==> src/rtl/alu_181_seq.sv <==
// Multi-cycle 74181-style ALU. Operands are processed as 4-bit slices,
// SLICES_PER_CYCLE slices per clock, with the active-low ripple carry held
// in a register between steps. Valid/ready on both sides.

// One SN74181 slice, active-high data, active-low carry.
module alu181_slice (
    input  logic [3:0] a_i,
    input  logic [3:0] b_i,
    input  logic [3:0] sel_i,
    input  logic       mode_i,
    input  logic       cn_i,
    output logic [3:0] f_o,
    output logic       cn4_o
);
    logic [3:0] t1, t2;
    logic [4:0] sum;

    // t1/t2 are the complements of the chip's internal X/Y terms; the
    // arithmetic result is t1 + t2 + carry, the logic result is ~(t1 ^ t2).
    always_comb begin
        t1    = a_i | (b_i & {4{sel_i[0]}}) | (~b_i & {4{sel_i[1]}});
        t2    = (a_i & ~b_i & {4{sel_i[2]}}) | (a_i & b_i & {4{sel_i[3]}});
        sum   = {1'b0, t1} + {1'b0, t2} + {4'b0000, ~cn_i};
        f_o   = mode_i ? ~(t1 ^ t2) : sum[3:0];
        cn4_o = ~sum[4];
    end
endmodule

module alu_181_seq #(
    parameter int WIDTH            = 32,
    parameter int SLICES_PER_CYCLE = 1
) (
    input  logic             clk,
    input  logic             reset,
    input  logic             in_valid,
    output logic             in_ready,
    input  logic [WIDTH-1:0] a,
    input  logic [WIDTH-1:0] b,
    input  logic             mode,
    input  logic [3:0]       sel,
    input  logic             carry_in,
    output logic             out_valid,
    input  logic             out_ready,
    output logic [WIDTH-1:0] result,
    output logic             carry_out,
    output logic             a_eq_b,
    output logic             zero
);
    localparam int SPC   = SLICES_PER_CYCLE;
    localparam int NSTEP = WIDTH / (4 * SPC);
    localparam int CW    = (NSTEP > 1) ? $clog2(NSTEP) : 1;
    localparam int IW    = $clog2(WIDTH);

    typedef enum logic [1:0] {IDLE, RUN, DONE} state_t;

    state_t           state_q;
    logic [CW-1:0]    cnt_q;
    logic [WIDTH-1:0] a_q, b_q, res_q, res_d;
    logic [3:0]       sel_q;
    logic             mode_q, cy_q, co_q, aeqb_q, zero_q, ovld_q;
    logic             last_step, accept;

    logic [IW-1:0]             base;
    logic [SPC:0]              cy_chain;
    logic [SPC-1:0][3:0]       a_sl, b_sl, f_sl;

    assign base        = IW'(cnt_q) * IW'(4 * SPC);
    assign cy_chain[0] = cy_q;
    assign last_step   = (cnt_q == CW'(NSTEP - 1));
    assign in_ready    = (state_q == IDLE) | ((state_q == DONE) & out_ready);
    assign accept      = in_valid & in_ready;

    // Slices of the current step, carry rippling bottom to top.
    for (genvar k = 0; k < SPC; k++) begin : g_slice
        assign a_sl[k] = a_q[base + IW'(4 * k) +: 4];
        assign b_sl[k] = b_q[base + IW'(4 * k) +: 4];
        alu181_slice u_slice (
            .a_i   (a_sl[k]),
            .b_i   (b_sl[k]),
            .sel_i (sel_q),
            .mode_i(mode_q),
            .cn_i  (cy_chain[k]),
            .f_o   (f_sl[k]),
            .cn4_o (cy_chain[k+1])
        );
    end

    // Merge this step's slice outputs into the result word.
    always_comb begin
        res_d = res_q;
        for (int k = 0; k < SPC; k++) begin
            res_d[base + IW'(4 * k) +: 4] = f_sl[k];
        end
    end

    // Control FSM with registered result, flags and out_valid.
    always_ff @(posedge clk) begin
        if (!reset) begin
            state_q <= IDLE;
            cnt_q   <= '0;
            a_q     <= '0;
            b_q     <= '0;
            sel_q   <= '0;
            mode_q  <= 1'b0;
            cy_q    <= 1'b1;
            res_q   <= '0;
            co_q    <= 1'b1;
            aeqb_q  <= 1'b0;
            zero_q  <= 1'b0;
            ovld_q  <= 1'b0;
        end else if (accept) begin
            state_q <= RUN;
            cnt_q   <= '0;
            a_q     <= a;
            b_q     <= b;
            sel_q   <= sel;
            mode_q  <= mode;
            cy_q    <= carry_in;
            ovld_q  <= 1'b0;
        end else begin
            case (state_q)
                RUN: begin
                    res_q <= res_d;
                    cy_q  <= cy_chain[SPC];
                    if (last_step) begin
                        state_q <= DONE;
                        cnt_q   <= '0;
                        ovld_q  <= 1'b1;
                        co_q    <= cy_chain[SPC];
                        aeqb_q  <= &res_d;
                        zero_q  <= ~|res_d;
                    end else begin
                        cnt_q <= cnt_q + CW'(1);
                    end
                end
                DONE: begin
                    if (out_ready) begin
                        state_q <= IDLE;
                        ovld_q  <= 1'b0;
                    end
                end
                default: ;
            endcase
        end
    end

    assign out_valid = ovld_q;
    assign result    = res_q;
    assign carry_out = co_q;
    assign a_eq_b    = aeqb_q;
    assign zero      = zero_q;
endmodule

==> config.mk <==
export PLATFORM = sky130hd
export DESIGN_NAME = alu_181_seq
export DESIGN_NICKNAME = d
export VERILOG_FILES = /design/src/rtl/alu_181_seq.sv
export SDC_FILE = /design/constraint.sdc
export NUM_CORES = 1
export LEC_CHECK = 0
export CAP_MARGIN = 10
export CORE_MARGIN = 5
export CORE_UTILIZATION = 50
export DETAILED_ROUTE_END_ITERATION = 8
export DONT_BUFFER_PORTS = 1
export PLACE_DENSITY = 0.72
export SKIP_LAST_GASP = 1
export SLEW_MARGIN = 20
export SYNTH_ARGS = -nofsm -noshare
export SYNTH_HDL_FRONTEND = slang
export SYNTH_SLANG_ARGS = --single-unit
==> constraint.sdc <==
create_clock -name clk -period 6.15 [get_ports clk]
set_input_delay 1.23 -clock clk [delete_from_list [all_inputs] [get_ports clk]]
set_output_delay 1.23 -clock clk [all_outputs]
set_load 0.02 [all_outputs]
==> metrics <==
Vias/cell=5.80; crit path launch type=register; Clock Latency Late Sink=0.35 ns; clk buf depth=2; total power=1.58 mW; CTS tree=built; Peak VDD IR=0.000142 V; Fin. Hold Viols=0; CTS buffer count=9; worst slew pin tran=0.934 ns; CP required=6.44 ns; setup slack, reg-to-reg=1.67 ns; period utilisation layout=0.729; final hold slack=0.462 ns; commonest non-fill, non-tap cell in the layout=nand2_1; vias=4635; final worst slack=1.67 ns; Async SR Flop Fraction=0; Synth Flop Type=dfxtp_1; Initial Utilization=0.507; Max H-tree Level=3; max cap viols=0; CTS Root Cell=clkbuf_16; achievable frequency=223 MHz; Area Growth Syn to Fin=6.01%; Die H=117 µm; # fillers=1073; Hold Path Class=register to register; layout cells sized above 1=0.0823; initial drt markers=365; cell area after synthesis=5740 µm²; Crit. End Element=register; Metal-1 WL=6270 µm; outcome=completed; met2 WL post-DR=6810 µm; Syn Inst Count=678; Clock Skews=0.00927 ns; placement-stage worst setup slack=1.64 ns; core box area=11300 µm²; Yosys warnings=0; placed inst area=5790 µm²; Setup TNS=0 ns; Total Wirelength=14600 µm; Finished Cell Area=6090 µm²; Leakage=2.32 nW; routability cong.=0.959; Die W=117 µm; drt pass-1 iters=6; post-CTS sizing=0; first-pass GRT wire length=23300 µm; FF+latch area=2200 µm²; commonest non-fill, non-tap cells in the layout=185 x nand2_1, 109 x dfxtp_1, 87 x a21boi_0; DP HPWL=10900 µm; final setup violation count=0; Critical Path AT=4.77 ns; fin crit period=4.48 ns; area of the multi-input gates=3320 µm²; # IOs=111; Distinct cells, synth=59; syn_area_per_cell=8.47 µm²; port buffer count=0; Std-Cell Rows=39; diodes inserted=0; clk sink count=110; die area=13700 µm²; Final Max Tran Viols=0; Hold Buf Count CTS=0; top sig layer=met4; Antenna Nets Post-Route=0; FF+latch count, synth=110; # DRC=0; Synth Net Count=765; WL met3=1170 µm; vias in the first global route=4635; gr ovfl total=0; relative slew slack=0.375; number of synthesized flops with an enable pin=0; antenna violations before repair=0; Power per Cell Area=259 nW/µm²; Post-CTS Setup Bufs=0; total track usage=0.219; DR WL/cell=18.3 µm; nets=738; RSZ-0062 raised after global routing=false; share of the yosys chip area belonging to registers=0.383; register clock-pin slew on the reported worst setup and hold paths=0.07 ns; critical path class=register to register; maximum number of pins on one net before global-route repair=110; CP max FO=6
[synthesized netlist by cell type (7+ instances only)]
cell,number,area [µm²]
nand2_1,186,698
dfxtp_1,110,2200
a21boi_0,87,653
clkbuf_1,35,131
nor2_1,35,131
o21ai_0,32,160
mux2i_1,24,240
mux4_2,16,360
nand3_1,14,70.1
ha_1,11,138
a21oi_1,9,45.0
and2_1,8,50.1
inv_1,8,30.0
nor3_1,7,35.0
[critical path, cell delays in order (launching register included)]
cell and delay, ns:
dfxtp_2 0.37, mux4_2 0.51, mux2i_1 0.29, mux2i_1 0.11, or2_2 0.31, fa_1 0.47, fa_1 0.40, nand2b_1 0.14
xor2_1 0.47, a32oi_2 0.22, or4_1 0.55, nor4_1 0.30, nand4_1 0.13, o21ai_1 0.14
[where the power goes]
group	switching, mW	leakage, nW	internal, mW
registers	0.0327	0.900	0.748
logic	0.126	1.27	0.0800
clock network	0.259	0.143	0.330
total	0.418	2.32	1.16
[final timing paths]
kind | from | endpoint | cells after the start
max reg2reg | cnt_q[0] | a_eq_b | 13
min reg2reg | a_q[13] | a_q[13] | 2
min | a_q[13] | a_q[13] | 2
max | cnt_q[0] | a_eq_b | 13
[final cells by class]
class / instances / share of cell area
Inverter: 9 / 0.00555
Clock inverter: 4 / 0.00904
Clock buffer: 12 / 0.0405
Timing Repair Buffer: 7 / 0.00863
Multi-Input combinational cell: 514 / 0.545
Tap cell: 143 / 0.0294
Sequential cell: 110 / 0.362
[flip-flops by register name, indices dropped and copies added, names as in the netlist]
name       count
a_eq_b         1
cnt_q          3
state_q        2
a_q           32
carry_out      1
result        32
zero           1
cy_q           1
b_q           32
mode_q         1
sel_q          4
[routing by layer]
metal  track usage  vias to the layer above
met4        0.0910                        0
met1         0.277                     2142
met3        0.0653                       24
met2         0.348                      165
li1              -                     2304
met5             0                        -
[stage by stage]
| step | instances | utilization |
|---|---|---|
| floorplan | 678 | - |
| global placement | 783 | 0.511 |
| detailed placement | 783 | 0.511 |
| CTS | 799 | 0.538 |
| global route | 799 | 0.538 |
| finish | 799 | 0.538 |
[kinds of logic after synthesis]
kind of cell / share of synthesized area
buffers and inverters: 0.0401
AO/OA/AOI/OAI: 0.205
XOR/XNOR: 0.00458
multiplexers: 0.108
flip-flops: 0.383
adder cells (fa/ha/maj): 0.0309
AND/OR/NAND/NOR: 0.227
Power figures use the tool's default switching activity.
